File: src/rtl/led_spi_rx.sv
// SPI responder for the LED-array link: oversamples load/clk/data on i_clk,
// shifts in command frames and decodes them into a MAX7219-style register file.
module led_spi_rx #(
   parameter int SYNC_STAGES = 2,
   parameter int FRAME_BITS  = 16
) (
   input  logic        i_clk,
   input  logic        i_rst_n,
   input  logic        i_spi_clk,
   input  logic        i_spi_load,
   input  logic        i_spi_data,
   output logic        o_spi_dout,
   output logic [63:0] o_display,
   output logic [7:0]  o_decode,
   output logic [3:0]  o_intensity,
   output logic [2:0]  o_scan_limit,
   output logic        o_shutdown_n,
   output logic        o_test,
   output logic        o_frame_valid,
   output logic [3:0]  o_frame_addr,
   output logic [7:0]  o_frame_data,
   output logic        o_frame_err
);

   localparam int          SL      = SYNC_STAGES;
   localparam logic [4:0]  CNT_MAX = 5'd31;
   localparam logic [4:0]  CNT_EXP = 5'(FRAME_BITS);

   typedef enum logic [1:0] {
      ST_IDLE,
      ST_SHIFT,
      ST_LATCH
   } state_t;

   state_t                  r_state;
   state_t                  w_state_next;
   logic [SL:0]             r_sclk_sh;
   logic [SL:0]             r_load_sh;
   logic [SL:0]             r_data_sh;
   logic [FRAME_BITS-1:0]   r_sr;
   logic [4:0]              r_cnt;
   logic [7:0]              r_decode;
   logic [3:0]              r_intensity;
   logic [2:0]              r_scan_limit;
   logic                    r_shutdown_n;
   logic                    r_test;
   logic                    r_valid;
   logic                    r_err;
   logic [3:0]              r_addr;
   logic [7:0]              r_fdata;

   logic                    w_sclk_rise;
   logic                    w_load_rise;
   logic                    w_load_fall;
   logic                    w_sdata;
   logic                    w_shift;
   logic                    w_latch;
   logic                    w_cnt_ok;
   logic                    w_accept;
   logic                    w_reject;
   logic [3:0]              w_addr;
   logic [7:0]              w_fbyte;

   // Load chain idles high so releasing reset with load deasserted is not seen as a load rise.
   always_ff @(posedge i_clk or negedge i_rst_n) begin
      if (!i_rst_n) begin
         r_sclk_sh <= '0;
         r_load_sh <= '1;
         r_data_sh <= '0;
      end else begin
         r_sclk_sh <= {r_sclk_sh[SL-1:0], i_spi_clk};
         r_load_sh <= {r_load_sh[SL-1:0], i_spi_load};
         r_data_sh <= {r_data_sh[SL-1:0], i_spi_data};
      end
   end

   assign w_sclk_rise = r_sclk_sh[SL-1] & ~r_sclk_sh[SL];
   assign w_load_rise = r_load_sh[SL-1] & ~r_load_sh[SL];
   assign w_load_fall = ~r_load_sh[SL-1] & r_load_sh[SL];
   assign w_sdata     = r_data_sh[SL];
   // Gating on the previous load level lets a clock rise coincident with load rise still shift.
   assign w_shift     = w_sclk_rise & ~r_load_sh[SL];

   always_ff @(posedge i_clk or negedge i_rst_n) begin
      if (!i_rst_n) begin
         r_state <= ST_IDLE;
      end else begin
         r_state <= w_state_next;
      end
   end

   always_comb begin
      w_state_next = r_state;
      w_latch      = 1'b0;
      case (r_state)
         ST_IDLE: begin
            if (w_load_rise) begin
               w_state_next = ST_LATCH;
            end else if (w_load_fall) begin
               w_state_next = ST_SHIFT;
            end
         end
         ST_SHIFT: begin
            if (w_load_rise) begin
               w_state_next = ST_LATCH;
            end
         end
         ST_LATCH: begin
            w_latch      = 1'b1;
            w_state_next = w_load_fall ? ST_SHIFT : ST_IDLE;
         end
         default: w_state_next = ST_IDLE;
      endcase
   end

   assign w_cnt_ok = (r_cnt == CNT_EXP);
   assign w_accept = w_latch & w_cnt_ok;
   assign w_reject = w_latch & ~w_cnt_ok;
   assign w_addr   = r_sr[11:8];
   assign w_fbyte  = r_sr[7:0];

   always_ff @(posedge i_clk or negedge i_rst_n) begin
      if (!i_rst_n) begin
         r_sr  <= '0;
         r_cnt <= '0;
      end else begin
         if (w_shift) begin
            r_sr <= {r_sr[FRAME_BITS-2:0], w_sdata};
         end
         if (w_latch || w_load_fall) begin
            r_cnt <= '0;
         end else if (w_shift && (r_cnt != CNT_MAX)) begin
            r_cnt <= r_cnt + 5'd1;
         end
      end
   end

   always_ff @(posedge i_clk or negedge i_rst_n) begin
      if (!i_rst_n) begin
         r_valid      <= 1'b0;
         r_err        <= 1'b0;
         r_addr       <= '0;
         r_fdata      <= '0;
         r_decode     <= '0;
         r_intensity  <= '0;
         r_scan_limit <= '0;
         r_shutdown_n <= 1'b0;
         r_test       <= 1'b0;
      end else begin
         r_valid <= w_accept;
         r_err   <= w_reject;
         if (w_accept) begin
            r_addr  <= w_addr;
            r_fdata <= w_fbyte;
            case (w_addr)
               4'h9:    r_decode     <= w_fbyte;
               4'hA:    r_intensity  <= w_fbyte[3:0];
               4'hB:    r_scan_limit <= w_fbyte[2:0];
               4'hC:    r_shutdown_n <= w_fbyte[0];
               4'hF:    r_test       <= w_fbyte[0];
               default: ;
            endcase
         end
      end
   end

   // Digit rows live at addresses 1..8; row r occupies o_display[8r-1:8r-8].
   generate
      for (genvar gi = 0; gi < 8; gi++) begin : g_row
         logic [7:0] r_row;
         always_ff @(posedge i_clk or negedge i_rst_n) begin
            if (!i_rst_n) begin
               r_row <= '0;
            end else if (w_accept && (w_addr == 4'(gi + 1))) begin
               r_row <= w_fbyte;
            end
         end
         assign o_display[8*gi +: 8] = r_row;
      end
   endgenerate

   assign o_spi_dout    = r_sr[FRAME_BITS-1];
   assign o_decode      = r_decode;
   assign o_intensity   = r_intensity;
   assign o_scan_limit  = r_scan_limit;
   assign o_shutdown_n  = r_shutdown_n;
   assign o_test        = r_test;
   assign o_frame_valid = r_valid;
   assign o_frame_addr  = r_addr;
   assign o_frame_data  = r_fdata;
   assign o_frame_err   = r_err;

endmodule

File: config.mk
export PLATFORM = sky130hd
export DESIGN_NAME = led_spi_rx
export DESIGN_NICKNAME = d
export VERILOG_FILES = /design/src/rtl/led_spi_rx.sv
export SDC_FILE = /design/constraint.sdc
export NUM_CORES = 1
export LEC_CHECK = 0
export ABC_AREA = 1
export CAP_MARGIN = 20
export CORE_ASPECT_RATIO = 1.5
export CORE_MARGIN = 5
export CORE_UTILIZATION = 50
export CTS_CLUSTER_DIAMETER = 50
export DETAILED_ROUTE_END_ITERATION = 8
export PLACE_DENSITY_LB_ADDON = 0.15
export SETUP_SLACK_MARGIN = 0.02
export SYNTH_ARGS = -nofsm -noshare
export SYNTH_HDL_FRONTEND = slang
export SYNTH_SLANG_ARGS = --single-unit
File: constraint.sdc
create_clock -name i_clk -period 1.59 [get_ports i_clk]
set_input_delay 0.318 -clock i_clk [delete_from_list [all_inputs] [get_ports i_clk]]
set_output_delay 0.318 -clock i_clk [all_outputs]
set_load 0.01 [all_outputs]
==> load_flow_metrics.sql, run 1 <==
INSERT INTO impl_metrics (metric_group, metric, value, unit) VALUES
('outcome', 'outcome', 'finished clean', ''),
('setup_path', 'worst_ep_required_time', '1880', 'ps'),
('place', 'io_buffer_count', '100', ''),
('die', 'initial_utilization', '50.6', '%'),
('pwr', 'power.clock.fraction', '45.1', '%'),
('clock_tree', 'cts_tree', 'yes', ''),
('logic_synthesis', 'synth.net_count', '564', ''),
('global_route', 'initial_antenna_violation_count', '0', ''),
('pwr', 'total_power', '7.37', 'mW'),
('timing', 'finalCriticalPeriod', '1580', 'ps'),
('timing', 'timing.final.setup_violations', '0', ''),
('pwr', 'power.combinational.fraction', '6.9', '%'),
('routing', 'detailroute.via_count', '4312', ''),
('timing', 'hold_viol_final', '0', ''),
('global_route', 'grt_overflow', '0', ''),
('pwr', 'leakagePower', '4.14', 'nW'),
('pwr', 'vdd_ir_drop_max', '0.000804', 'V'),
('routing', 'drt-initial-drc-count', '280', ''),
('finish', 'post_route_cells_drive_above_1_share', '15.6', '%'),
('finish', 'final_common_cell', 'sky130_fd_sc_hd__nand2_1', ''),
('timing', 'fmax', '631', 'MHz'),
('die', 'placementRows', '45', ''),
('timing', 'totalNegativeSetupSlack', '0', 'ps'),
('pwr', 'power.density', '1040', 'nW/um^2'),
('global_route', 'via_count_of_the_first_global_routing_pass', '4121', ''),
('run', 'cap_viol_max_count', '0', ''),
('finish', 'most-common-layout-cells', '207 x sky130_fd_sc_hd__nand2_1, 124 x sky130_fd_sc_hd__dfrtp_1, 96 x sky130_fd_sc_hd__dlygate4sd2_1', ''),
('routing', 'drt_wl_total', '13500', 'microns'),
('routing', 'detailedRoute.firstPassIterationCount', '5', ''),
('place', 'dp.final_hpwl', '8670', 'microns'),
('logic_synthesis', 'synth_top_family_by_area', 'simple AND/OR/NAND/NOR gates', ''),
('setup_path', 'critical_path.n_buffers_inverters', '4', ''),
('routing', 'top_sig_layer', 'met4', ''),
('die', 'io_pins', '101', ''),
('routing', 'drc', '0', ''),
('die', 'die_width', '92.4', 'microns'),
('setup_path', 'cp-start-kind', 'flop', ''),
('routing', 'drt-met1-wl', '5130', 'microns'),
('setup_path', 'critical_path.top_delay_family', 'simple AND/OR/NAND/NOR gates', ''),
('global_route', 'maximum_number_of_pins_on_one_net_before_global_route_repair', '51', ''),
('logic_synthesis', 'synth_seq_cells', '127', ''),
('clock_tree', 'clk_pin_slew', '50', 'ps'),
('timing', 'timing.clock.skew', '5.98', 'ps'),
('die', 'die_h', '134', 'microns'),
('die', 'placeableCoreArea', '10100', 'sq um'),
('logic_synthesis', 'syn_area', '5100', 'sq um'),
('pwr', 'power_report.internal_total', '5.46', 'mW'),
('clock_tree', 'clock-sinks', '127', ''),
('routing', 'antenna_left', '0', ''),
('pwr', 'seqPwrFrac', '48.0', '%'),
('logic_synthesis', 'syn_avg_cell_area', '9.20', 'sq um'),
('timing', 'post-route-period-util', '99.7', '%'),
('logic_synthesis', 'yosys.area_share.simple', '28.5', '%'),
('logic_synthesis', 'synth_fa_ha_area_share', '1.23', '%'),
('finish', 'synthToLayoutAreaGrowth', '38.4', '%'),
('finish', 'finalNetCount', '697', ''),
('setup_path', 'critical_path_cell_sequence', 'inv_2 -> ha_1 -> nand2_1 -> inv_1 -> nand2_2 -> nor2_4 -> buf_6 -> clkbuf_16 -> nand2_4 -> nand2_2 -> nand2_1', ''),
('routing', 'wl_per_cell', '16.6', 'microns'),
('logic_synthesis', 'synth_compound_gate_area_share', '3.09', '%'),
('timing', 'slew_headroom', '56.7', '%'),
('timing', 'worst_max_slew_pin_slew', '650', 'ps'),
('global_route', 'grt_util_all_layers', '21.6', '%'),
('logic_synthesis', 'synth_sequential_area_ratio', '62.4', '%'),
('place', 'worst_slack_after_detailed_placement', '-43.7', 'ps'),
('routing', 'detail_route.vias_per_cell', '5.28', ''),
('timing', 'rsz0062_at_grt', 'true', ''),
('setup_path', 'worst_setup_path_end_kind', 'flop', ''),
('logic_synthesis', 'synth_mux_area_share', '0', '%'),
('die', 'design.die.area', '12400', 'sq um'),
('clock_tree', 'worstSkewPairLatency', '410', 'ps'),
('clock_tree', 'cts.path.max_buffers', '2', '');
per-layer routing:
layer | GRT usage, % | vias up
met5 | 0 | -
met4 | 7.60 | 0
met3 | 5.37 | 31
met2 | 37.2 | 173
met1 | 26.1 | 2068
li1 | - | 2040
cell families after synthesis:
group | Yosys count
simple gates | 341
buf+inv | 50
compound gates | 31
flops | 127
fa+ha+maj | 5
synth_stat cells:
cell type / n / area [sq um]
sky130_fd_sc_hd__nor2_4: 1 / 11.3
sky130_fd_sc_hd__o21ai_0: 26 / 130
sky130_fd_sc_hd__dfstp_2: 3 / 78.8
sky130_fd_sc_hd__nand2_2: 9 / 56.3
sky130_fd_sc_hd__nor2_2: 10 / 62.6
sky130_fd_sc_hd__clkbuf_1: 12 / 45.0
sky130_fd_sc_hd__a21oi_1: 3 / 15.0
sky130_fd_sc_hd__ha_1: 5 / 62.6
sky130_fd_sc_hd__buf_2: 4 / 20.0
sky130_fd_sc_hd__nor2_1: 14 / 52.6
sky130_fd_sc_hd__inv_2: 3 / 11.3
sky130_fd_sc_hd__nand4_1: 3 / 18.8
sky130_fd_sc_hd__nand2_1: 217 / 815
sky130_fd_sc_hd__buf_6: 6 / 67.6
sky130_fd_sc_hd__buf_4: 1 / 7.51
sky130_fd_sc_hd__dfrtp_1: 124 / 3100
sky130_fd_sc_hd__o22ai_1: 2 / 12.5
sky130_fd_sc_hd__inv_1: 24 / 90.1
sky130_fd_sc_hd__nand3_1: 86 / 430
sky130_fd_sc_hd__or2_2: 1 / 6.26
path summary, 6_finish.rpt:
kind / start / to / slack, ps / depth (start not counted)
setup / recovery: r_cnt[0]$_DFFE_PN0P_ / g_row[6].r_row[0]$_DFFE_PN0P_ / 5 / 11
hold reg to reg: r_data_sh[1]$_DFF_PN0_ / r_data_sh[2]$_DFF_PN0_ / 350 / 0
min in group i_clk: i_spi_load / r_load_sh[0]$_DFF_PN1_ / 310 / 1
hold / removal: i_rst_n / g_row[5].r_row[1]$_DFFE_PN0P_ / 310 / 2
setup reg to reg: r_cnt[0]$_DFFE_PN0P_ / g_row[6].r_row[0]$_DFFE_PN0P_ / 5 / 11
max in group asynchronous: i_rst_n / g_row[2].r_row[1]$_DFFE_PN0P_ / 680 / 3
power by group through the flow:
stage	Sequential [mW]	Combinational, mW	Clock [mW]
after detailed placement	3.58	0.494	0
after CTS	3.53	0.495	3.37
after floorplan	3.45	0.305	0
after global routing	3.54	0.573	3.51
after global placement	3.57	0.482	0
final	3.54	0.507	3.33
metrics by stage:
step,cells,util [%],area (sq um),hold WS (ps)
global placement,775,62.9,6340,186
CTS,812,67.8,6830,301
floorplan,554,-,5100,22.4
finish,817,70.0,7050,307
global route,817,70.0,7050,304
detailed placement,775,62.9,6340,185
area by class of cell:
type | count | area, sq um
Sequential cell | 127 | 3180
Fill cell | 800 | 3030
Tap cell | 117 | 146
Multi-Input combinational cell | 377 | 1770
Clock inverter | 11 | 70.1
Inverter | 27 | 109
Timing Repair Buffer | 137 | 1340
Clock buffer | 21 | 440
sequential cells by signal (all words and copies together) (netlist names):
signal and flops:
r_sr 16, o_frame_data 8, o_test 1, o_frame_err 1, o_shutdown_n 1, r_cnt 5
o_scan_limit 3, r_load_sh 3, o_frame_valid 1, r_state 2, r_sclk_sh 3, o_intensity 4
o_decode 8, g_row.r_row 64, o_frame_addr 4, r_data_sh 3
what timing repair did:
item | CTS | global route
cloned | 2 | 2
pin swaps | 2 | 15
buffers inserted | 2 | 3
setup endpoints to repair | 141 | 98
hold buffers | 1 | 0
resized for setup | 102 | 41
endpoints found under the hold margin | 11 | 0
No activity file was read; power rests on OpenSTA's default activity.
==> run 2, diff against run 1 <==
--- a/config.mk
+++ b/config.mk
@@ -6,6 +6,7 @@
 export NUM_CORES = 1
 export LEC_CHECK = 0
 export ABC_AREA = 1
+export ABC_CLOCK_PERIOD_IN_PS = 1590
 export CAP_MARGIN = 20
 export CORE_ASPECT_RATIO = 1.5
 export CORE_MARGIN = 5
==> results of run 2 <==
Final layout, timing and power as in run 1 (identical DEF).
